$ cat config.mk
export PLATFORM = sky130hd
export DESIGN_NAME = prach_hb2_sched
export DESIGN_NICKNAME = d
export VERILOG_FILES = /design/src/rtl/prach_pkg.sv /design/src/rtl/prach_hb2_sched_hold.sv /design/src/rtl/prach_hb2_sched.sv
export SDC_FILE = /design/constraint.sdc
export NUM_CORES = 1
export LEC_CHECK = 0
export ABC_AREA = 1
export CAP_MARGIN = 25
export CORE_MARGIN = 5
export CORE_UTILIZATION = 45
export CTS_CLUSTER_SIZE = 25
export DETAILED_ROUTE_END_ITERATION = 8
export GPL_TIMING_DRIVEN = 0
export PLACE_DENSITY = 0.73
export SYNTH_ARGS = -nofsm -noshare
export SYNTH_HDL_FRONTEND = slang
export SYNTH_SLANG_ARGS = --single-unit
$ cat constraint.sdc
create_clock -name clk -period 7.6 [get_ports clk]
set_input_delay 1.52 -clock clk [delete_from_list [all_inputs] [get_ports clk]]
set_output_delay 1.52 -clock clk [all_outputs]
set_load 0.005 [all_outputs]
$ cat src/rtl/prach_pkg.sv
// Shared types and defaults for the PRACH long-sequence chain.
// - NUM_CH_DEF / CHN_W_DEF : default TDM channel count and channel index width
// - iq_t  : one signed I/Q sample pair, [0]=I, [1]=Q
// - chn_t : channel index at the default width
package prach_pkg;
    localparam int NUM_CH_DEF = 8;
    localparam int CHN_W_DEF  = 8;

    typedef logic signed [1:0][15:0] iq_t;
    typedef logic [CHN_W_DEF-1:0]    chn_t;
endpackage

$ cat src/rtl/prach_hb2_sched_hold.sv
// Per-channel holding memory for the even-phase sample of each I/Q pair.
// - wr_en/wr_addr/wr_data : write port, used on the even phase
// - rd_en/rd_addr         : read port, used on the odd phase
// - rd_data               : registered read data; holds its value between reads
//   and returns the contents from before any same-edge write.
// The array itself has no reset so it can map to distributed RAM.
module prach_hb2_sched_hold
    import prach_pkg::*;
#(
    parameter int AW = 3
) (
    input  logic          clk,
    input  logic          rst_n,
    input  logic          wr_en,
    input  logic [AW-1:0] wr_addr,
    input  iq_t           wr_data,
    input  logic          rd_en,
    input  logic [AW-1:0] rd_addr,
    output iq_t           rd_data
);

    localparam int DEPTH = 2 ** AW;

    iq_t mem_r [DEPTH];

    // Write port: store the even-phase sample of a channel
    always_ff @(posedge clk) begin
        if (wr_en) begin
            mem_r[wr_addr] <= wr_data;
        end
    end

    // Read register: doubles as the dp1 output stage, so it only moves on a read
    always_ff @(posedge clk or negedge rst_n) begin
        if (!rst_n) begin
            rd_data <= '0;
        end else if (rd_en) begin
            rd_data <= mem_r[rd_addr];
        end
    end

endmodule

$ cat src/rtl/prach_hb2_sched.sv
// Input-side scheduler for the two-channel halfband-2 decimator.
// Pairs consecutive samples of each TDM channel into (dp1, dp2) operands,
// checks TDM slot order and reports protocol errors as sticky bits.
// - clk, rst_n            : clock, asynchronous active-low reset
// - en                    : low discards input and clears pairing state
// - din_dq/din_chn/din_valid/sync_in : TDM sample stream, sync marks slot 0
// - dout_dp1/dout_dp2/dout_chn/dout_valid/sync_out : pair output, 1-cycle latency
// - err_chn/err_order/err_clr : sticky error bits and their clear
module prach_hb2_sched
    import prach_pkg::*;
#(
    parameter int NUM_CH = NUM_CH_DEF,
    parameter int CHN_W  = CHN_W_DEF
) (
    input  logic             clk,
    input  logic             rst_n,
    input  logic             en,
    input  iq_t              din_dq,
    input  logic [CHN_W-1:0] din_chn,
    input  logic             din_valid,
    input  logic             sync_in,
    output iq_t              dout_dp1,
    output iq_t              dout_dp2,
    output logic [CHN_W-1:0] dout_chn,
    output logic             dout_valid,
    output logic             sync_out,
    output logic             err_chn,
    output logic             err_order,
    input  logic             err_clr
);

    localparam int IDX_W = (NUM_CH > 1) ? $clog2(NUM_CH) : 1;
    localparam int PH_N  = 2 ** IDX_W;
    localparam logic [CHN_W-1:0] EXP_AFTER_SYNC = (NUM_CH == 1) ? {CHN_W{1'b0}} : CHN_W'(1);

    logic [PH_N-1:0]  phase_r;
    logic [PH_N-1:0]  phase_nxt_s;
    logic [CHN_W-1:0] exp_chn_r;
    logic [CHN_W-1:0] exp_chn_nxt_s;
    logic             sync_pend_r;
    logic             sync_pend_nxt_s;

    logic             in_qual_s;
    logic             chn_ok_s;
    logic             accept_s;
    logic             sync_q_s;
    logic [IDX_W-1:0] idx_s;
    logic [CHN_W-1:0] exp_cmp_s;
    logic             phase_cur_s;
    logic             even_s;
    logic             odd_s;
    logic             order_bad_s;
    logic             chn_bad_s;

    assign in_qual_s = en & din_valid;
    assign chn_ok_s  = (32'(din_chn) < NUM_CH);
    assign accept_s  = in_qual_s & chn_ok_s;
    assign chn_bad_s = in_qual_s & ~chn_ok_s;
    assign sync_q_s  = in_qual_s & sync_in;
    // Only the low bits address per-channel state; accept_s guarantees range.
    assign idx_s     = din_chn[IDX_W-1:0];

    // Sync forces the qualifying sample to slot 0 and to the even phase
    always_comb begin
        exp_cmp_s   = exp_chn_r;
        phase_cur_s = phase_r[idx_s];
        if (sync_q_s) begin
            exp_cmp_s   = {CHN_W{1'b0}};
            phase_cur_s = 1'b0;
        end else begin
            exp_cmp_s   = exp_chn_r;
            phase_cur_s = phase_r[idx_s];
        end
    end

    assign even_s      = accept_s & ~phase_cur_s;
    assign odd_s       = accept_s & phase_cur_s;
    assign order_bad_s = accept_s & (din_chn != exp_cmp_s);

    // Next-state for phase bits, expected slot counter and sync-pending flag
    always_comb begin
        phase_nxt_s     = phase_r;
        exp_chn_nxt_s   = exp_chn_r;
        sync_pend_nxt_s = sync_pend_r;
        if (!en) begin
            phase_nxt_s     = {PH_N{1'b0}};
            exp_chn_nxt_s   = {CHN_W{1'b0}};
            sync_pend_nxt_s = 1'b0;
        end else if (din_valid) begin
            if (sync_q_s) begin
                phase_nxt_s     = {PH_N{1'b0}};
                exp_chn_nxt_s   = EXP_AFTER_SYNC;
                sync_pend_nxt_s = 1'b1;
            end else begin
                if (32'(exp_chn_r) == NUM_CH - 1) begin
                    exp_chn_nxt_s = {CHN_W{1'b0}};
                end else begin
                    exp_chn_nxt_s = exp_chn_r + CHN_W'(1);
                end
                if (odd_s) begin
                    sync_pend_nxt_s = 1'b0;
                end else begin
                    sync_pend_nxt_s = sync_pend_r;
                end
            end
            if (accept_s) begin
                phase_nxt_s[idx_s] = ~phase_cur_s;
            end else begin
                phase_nxt_s[idx_s] = phase_nxt_s[idx_s];
            end
        end else begin
            phase_nxt_s     = phase_r;
            exp_chn_nxt_s   = exp_chn_r;
            sync_pend_nxt_s = sync_pend_r;
        end
    end

    // Pairing and slot-tracking state registers
    always_ff @(posedge clk or negedge rst_n) begin
        if (!rst_n) begin
            phase_r     <= {PH_N{1'b0}};
            exp_chn_r   <= {CHN_W{1'b0}};
            sync_pend_r <= 1'b0;
        end else begin
            phase_r     <= phase_nxt_s;
            exp_chn_r   <= exp_chn_nxt_s;
            sync_pend_r <= sync_pend_nxt_s;
        end
    end

    prach_hb2_sched_hold #(
        .AW (IDX_W)
    ) u_hold (
        .clk     (clk),
        .rst_n   (rst_n),
        .wr_en   (even_s),
        .wr_addr (idx_s),
        .wr_data (din_dq),
        .rd_en   (odd_s),
        .rd_addr (idx_s),
        .rd_data (dout_dp1)
    );

    // Output stage: dp2/chn hold between pairs, valid and sync_out are pulses
    always_ff @(posedge clk or negedge rst_n) begin
        if (!rst_n) begin
            dout_dp2   <= '0;
            dout_chn   <= {CHN_W{1'b0}};
            dout_valid <= 1'b0;
            sync_out   <= 1'b0;
        end else begin
            dout_valid <= odd_s;
            sync_out   <= odd_s & sync_pend_r;
            if (odd_s) begin
                dout_dp2 <= din_dq;
                dout_chn <= din_chn;
            end
        end
    end

    // Sticky errors: a new error in the clear cycle wins over err_clr
    always_ff @(posedge clk or negedge rst_n) begin
        if (!rst_n) begin
            err_chn   <= 1'b0;
            err_order <= 1'b0;
        end else begin
            err_chn   <= chn_bad_s | (err_chn & ~err_clr);
            err_order <= order_bad_s | (err_order & ~err_clr);
        end
    end

endmodule
==> results.md, run 1 <==
* Outcome: complete, no violations
* Mapped Avg Cell Area at 12.2 sq um
* Worst r2r path cells at 8
* Data required, critical path at 7810 ps
* Min-Delay Endpoint: dout_chn[6]$_DFFE_PN0N_
* Worst slew pin tran at 1030 ps
* Initial DRC count at 1,005
* Clk Latency, worst-skew pair at 520 ps
* WHS at 463 ps
* Initial antenna violation count at 1
* Fmax at 263 MHz
* Vias post-DR at 9,033
* Synth top area share at 0.574
* First-pass GRT wire length at 52.9 mm
* Post-CTS Hold Buffers at 0
* Seq/Total Area, Yosys at 0.748
* Mean routed wirelength per cell at 20.8 um
* FP Rows at 63
* Gr usage total at 0.209
* Synth-to-Final Area Change at 23.3%
* CTS sink count at 349
* Total grt overflow at 0
* Router iterations before antenna repair at 6
* Cell count after synthesis at 1,101
* Terminus of the critical flop-to-flop path: u_hold.mem_r[7][0]$_DFFE_PP_
* TritonCTS clock tree: yes
* Synth top area cells: edfxtp_1 (57%), dfrtp_1 (17%), nand2_1 (13%)
* Vias in the first global route at 8,997
* Detailed-route vias per instance at 5.36
* Pwr Density at 246 nW/um^2
* Post-Syn Area at 13,400 sq um
* Final Setup Violations at 0
* H-tree Lvls at 2
* Non-Filler Instances at 1,685
* Min cycle time layout at 3810 ps
* Most frequent cells in the layout: nand2_1 (460), edfxtp_1 (256), clkdlybuf4s50_1 (117)
* Die Ht at 183 um
* Critical path fanouts, max at 17
* Layout cells sized above 1 at 0.0934
* CTS buffer count at 37
* Initial Util at 0.454
* Remaining DRCs at 0
* DP Cell Count at 1,618
* Clock Pin Slew Worst Setup and Hold Paths at 60 ps
* # fillers at 2,359
* HP Start: dout_chn[6]$_DFFE_PN0N_
* Hold Crit Class: flop to flop
* Final Wtd Congestion at 0.864
* Clk buf depth at 3
* Diodes inserted at 0
* Sequential cell area at 10,000 sq um
* Synth cell types at 31
* RSZ-0062 raised after global routing: false
* Final worst slack at 3790 ps
* Post-CTS Setup Repair Bufs at 0
* Area of the core at 29,500 sq um
* Setup TNS at 0 ps
* Biggest area consumer among synthesized cells: edfxtp_1
* Crit share post-route at 0.501
* Die Wd at 183 um
* Hold path depth at 2
* Area taken by multi-input logic gates at 2980 sq um
* Skew final at 20.6 ps
* Final Max Tran Viols at 0
* Worst reg2reg setup slack at 5090 ps
* Pin count of the biggest net entering global routing at 52
* Startpoint types: input pin
* Synth Register Bits at 349
* Fin nets at 1,314
* Final total power at 0.00406 W
* Worst r2r src: phase_r[6]$_DFFE_PN0P_
* Io pins at 122
* Post-Place Worst Slack at 3250 ps
* CP Capture Type: flop
* Slew HR at 0.313
* VDD IR max at 0.000156 V
* P_leak at 6.50 nW
* DP HPWL at 21.7 mm
* Die area at 33,300 sq um
* WS Path Type: input pin to flop
* Synth Net Count at 1,148
* Root Buffer: clkbuf_16
* Post-CTS resize count at 0
* Yosys warns at 0
* Final Hold Violating Endpoints at 0
* Drt total wl at 35.0 mm
* CP Data Arrival Time at 4020 ps
* Most common cell after layout, fill and taps aside: nand2_1
* IO Port Bufs at 118
* Routed Antenna Nets at 0
* Max-cap violations at 0
logic make-up (layout without fill, tap and decap cells):
logic type / after synthesis / after routing / synth area share
AOI/OAI and AO/OA: 99 / 99 / 0.0467
xor gates and xnor gates: 7 / 7 / 0.00458
adders and majority gates: 1 / 1 / 0.000934
buffers and inverters: 92 / 286 / 0.0341
DFF: 349 / 349 / 0.748
and+or+nand+nor: 553 / 553 / 0.166
worst max-delay path by stage:
stage / endpoint / from / cells after the start / slack (ps)
global route: u_hold.mem_r[7][2]$_DFFE_PP_ / din_valid / 9 / 3650
detailed placement: u_hold.mem_r[7][28]$_DFFE_PP_ / en / 9 / 3250
global placement: dout_dp2[28]$_DFFE_PN0N_ / rst_n / 1 / 1200
CTS: u_hold.mem_r[7][16]$_DFFE_PP_ / din_valid / 9 / 3780
finish: u_hold.mem_r[7][0]$_DFFE_PP_ / din_valid / 9 / 3790
floorplan: u_hold.mem_r[0][0]$_DFFE_PP_ / din_chn[0] / 8 / 3610
registers in the layout (all words and copies together), names as in the netlist:
name            flops
sync_out            1
err_order           1
u_hold.mem_r      256
err_chn             1
dout_dp2           32
sync_pend_r         1
dout_chn            8
u_hold.rd_data     32
dout_valid          1
phase_r             8
exp_chn_r           8
through the flow:
step                      cell area [sq um]   util
after floorplan                       13400      -
after global placement                15100  0.511
after detailed placement              15300  0.520
after CTS                             16500  0.560
after global routing                  16500  0.560
final                                 16500  0.560
cell usage after synthesis:
cell type and count:
nand2_1 460, edfxtp_1 256, dfrtp_1 93, a22oi_1 41
inv_1 40, nand4_1 33, nor2_1 26, buf_2 24
nand3_1 23, a21oi_1 20, o21ai_0 16, o21ai_1 14
buf_4 7, buf_6 7, clkbuf_1 6, xor2_1 6
o2111ai_1 5, inv_2 4, nor3_1 3, buf_1 2
nand3_2 2, nor2_2 2, o211ai_1 2, or2_2 2
a22o_1 1, and3_1 1, clkinv_1 1, ha_1 1
inv_4 1, nor2_4 1, xnor2_1 1
worst max-delay path, stage by stage:
cell and delay [ps]:
clkdlybuf4s50_1 480, nand2_1 70, inv_1 110, nand2_1 110, buf_2 200, nand3_1 130, nand2_1 450, nor2_4 690
buf_16 240
power by group:
part           internal (W)  switching, W  total, W  leakage (nW)
clock network       0.00106      0.000712   0.00177         0.573
registers           0.00207     0.0000133   0.00208          3.58
logic             0.0000852      0.000122  0.000207          2.34
layer usage:
metal	track usage	wire length, um	vias to the layer above
li1	-	-	4113
met1	0.274	13800	4331
met2	0.334	16100	497
met3	0.0578	3720	90
met4	0.0805	1390	2
met5	0	13	-
final cells by class:
cell class / count / share of cell area
Clock buffer: 53 / 0.0629
Buffer: 46 / 0.0170
Sequential cell: 349 / 0.606
Timing Repair Buffer: 127 / 0.0832
Tap cell: 390 / 0.0295
Inverter: 46 / 0.0106
Clock inverter: 14 / 0.0100
Multi-Input combinational cell: 660 / 0.181
Note: power is estimated with default switching activity, not from simulation.
==> run 2, diff against run 1 <==
Settings changed: PLACE_DENSITY 0.73 to 0.75.
Clock period 7.6 ns to 3.3 ns, I/O delays scaled along.
==> results.md, run 2 (same netlist as run 1, synthesis figures left out) <==
* FP Rows at 63 (unchanged)
* WS Path Type: input pin to flop
* RSZ-0062 raised after global routing: false
* Die Wd at 183 um (unchanged)
* Final Setup Violations at 0 (unchanged)
* Min cycle time layout at 3030 ps
* Die Ht at 183 um (unchanged)
* Pin count of the biggest net entering global routing at 52 (unchanged)
* Regs by FF count: u_hold.mem_r x256, dout_dp2 x32, u_hold.rd_data x32
* Area of the core at 29,500 sq um (unchanged)
* Router iterations before antenna repair at 6 (unchanged)
* Outcome: complete, no violations
* Io pins at 122 (unchanged)
* Internal Power at 0.00733 W (+130%)
* P_leak at 6.51 nW (+0.22%)
* Slowest stage delay, CP at 740 ps (+50 ps)
* Fmax at 330 MHz
* Vias in the first global route at 8,938 (-0.66%)
* H-tree Lvls at 2 (unchanged)
* Worst slew pin tran at 962 ps (-69.4 ps)
* Initial antenna violation count at 1 (unchanged)
* Most common cell after layout, fill and taps aside: nand2_1
* Clock Pin Slew Worst Setup and Hold Paths at 60 ps (about the same)
* Hold Crit Class: input pin to asynchronous set/reset pin
* CP Data Arrival Time at 3250 ps (-770 ps)
* Sw Share at 0.212 (+0.00304)
* Final Hold Violating Endpoints at 0 (unchanged)
* TritonCTS clock tree: yes
* Vias post-DR at 9,144 (+1.2%)
* Total grt overflow at 0 (unchanged)
* DP HPWL at 22.2 mm (+2.3%)
* CTS buffer count at 37 (unchanged)
* Clk Latency, worst-skew pair at 520 ps (about the same)
* IO Port Bufs at 118 (unchanged)
* Startpoint types: input pin
* Post-CTS Hold Buffers at 0 (unchanged)
* Data required, critical path at 3510 ps (-4300 ps)
* CP Capture Type: flop
* Initial DRC count at 1,076 (+7.1%)
* Root Buffer: clkbuf_16
* Max-cap violations at 0 (unchanged)
* Drt total wl at 35.5 mm (+1.3%)
* Layout cells sized above 1 at 0.0941 (+0.000700)
* Sequential share of power at 0.516 (+0.003)
* Synth-to-Final Area Change at 23.3% (unchanged)
* Final Wtd Congestion at 0.885 (+2.4%)
* Gr usage total at 0.211 (+0.00204)
* Die area at 33,300 sq um (unchanged)
* Critical-path top delay cell: nor2_4
* Most frequent cells in the layout: nand2_1 (460), edfxtp_1 (256), clkdlybuf4s50_1 (117)
* Crit share post-route at 0.918
* Detailed-route vias per instance at 5.42 (+1.2%)
* Final total power at 0.00930 W (+130%)
* Initial Util at 0.454 (unchanged)
* First-pass GRT wire length at 53.6 mm (+1.2%)
* Remaining DRCs at 0 (unchanged)
* Critical path fanouts, max at 17 (unchanged)
* Fin nets at 1,314 (unchanged)
* WHS at 146 ps (-317 ps)
* Skew final at 14.2 ps (-6.45 ps)
* CTS sink count at 349 (unchanged)
* Routed Antenna Nets at 0 (unchanged)
* Largest reg by FF count: u_hold.mem_r
* Clock power frac at 0.433 (-0.003)
* VDD IR max at 0.000406 V (+160%)
* Diodes inserted at 0 (unchanged)
* Pwr Density at 563 nW/um^2 (+130%)
* Clk buf depth at 3 (unchanged)
* Final Max Tran Viols at 0 (unchanged)
* Most used cell, CP: nand2_1
* Crit-path cells: clkdlybuf4s50_1 > nand2_1 > inv_1 > nand2_1 > buf_2 > nand3_1 > nand2_1 > nor2_4 > buf_16
* Slew HR at 0.359 (+0.0463)
* Sw power at 0.00197 W (+130%)
* Logic pwr share at 0.051 (about the same)
* Post-CTS Setup Repair Bufs at 0 (unchanged)
* Largest register FFs at 256 (unchanged)
* Post-CTS resize count at 0 (unchanged)
* Mean routed wirelength per cell at 21.0 um (+1.3%)
-- run 2: changes by cell type in the layout (fill, tap and decap cells not counted), sizes merged --
cell,delta
bufinv,-1
clkbuf,-5
clkinv,+7
clkinvlp,-2
inv,+2
-- run 2: path summary, 6_finish.rpt --
kind	from	end	slack [ps]	depth (start not counted)
setup / recovery	din_valid	u_hold.mem_r[0][12]$_DFFE_PP_	270	9
hold / removal	rst_n	err_chn$_DFF_PN0_	150	1
setup reg to reg	phase_r[0]$_DFFE_PN0P_	u_hold.mem_r[0][12]$_DFFE_PP_	720	8
hold reg to reg	dout_chn[5]$_DFFE_PN0N_	dout_chn[5]$_DFFE_PN0N_	470	2
max in group asynchronous	rst_n	dout_dp2[1]$_DFFE_PN0N_	2410	2
min in group clk	dout_chn[5]$_DFFE_PN0N_	dout_chn[5]$_DFFE_PN0N_	470	2
-- run 2: layout make-up --
| type | instances | area, sq um |
|---|---|---|
| Clock buffer | 48 | 1030 |
| Buffer | 46 | 282 |
| Clock inverter | 20 | 159 |
| Sequential cell | 349 | 10000 |
| Timing Repair Buffer | 127 | 1390 |
| Multi-Input combinational cell | 660 | 2980 |
| Tap cell | 390 | 488 |
| Inverter | 46 | 175 |
| Fill cell | 2332 | 13000 |
-- run 2: metrics by stage --
stage	cells	setup TNS (ps)	util	instance area (sq um)	setup slack [ps]
2_1_floorplan	1101	0	-	13400	173
3_3_place_gp	1609	-640950	0.511	15100	-2300
3_5_place_dp	1618	-15870	0.520	15300	-191
4_1_cts	1686	0	0.560	16500	320
5_1_grt	1686	0	0.560	16500	203
6_report	1686	0	0.560	16500	269
-- run 2: per-layer routing --
| metal | wire length, um | GRT usage | share of wire | vias to the layer above |
|---|---|---|---|---|
| met5 | 20 | 0 | 0.00056 | - |
| met4 | 1140 | 0.0630 | 0.032 | 2 |
| met3 | 3350 | 0.0409 | 0.094 | 77 |
| met2 | 17000 | 0.346 | 0.48 | 504 |
| met1 | 14000 | 0.289 | 0.39 | 4443 |
| li1 | - | - | - | 4118 |
-- run 2: power by group through the flow --
stage	Clock, W	Sequential, W	Combinational (W)
finish	0.00403	0.00480	0.000476
global route	0.00424	0.00480	0.000523
CTS	0.00406	0.00480	0.000477
detailed placement	0	0.00488	0.000474
global placement	0	0.00488	0.000454
floorplan	0	0.00488	0.000183
-- run 2: critical path: cells and delay by family --
family        cells  cell delay [ps]
simple gates      5             1520
buf+inv           4             1050
==> run 3, diff against run 2 <==
Settings changed: GPL_ROUTABILITY_DRIVEN from default to 1.
==> results of run 3 <==
Same layout as run 2: the final DEF is identical, and so are final timing and power.
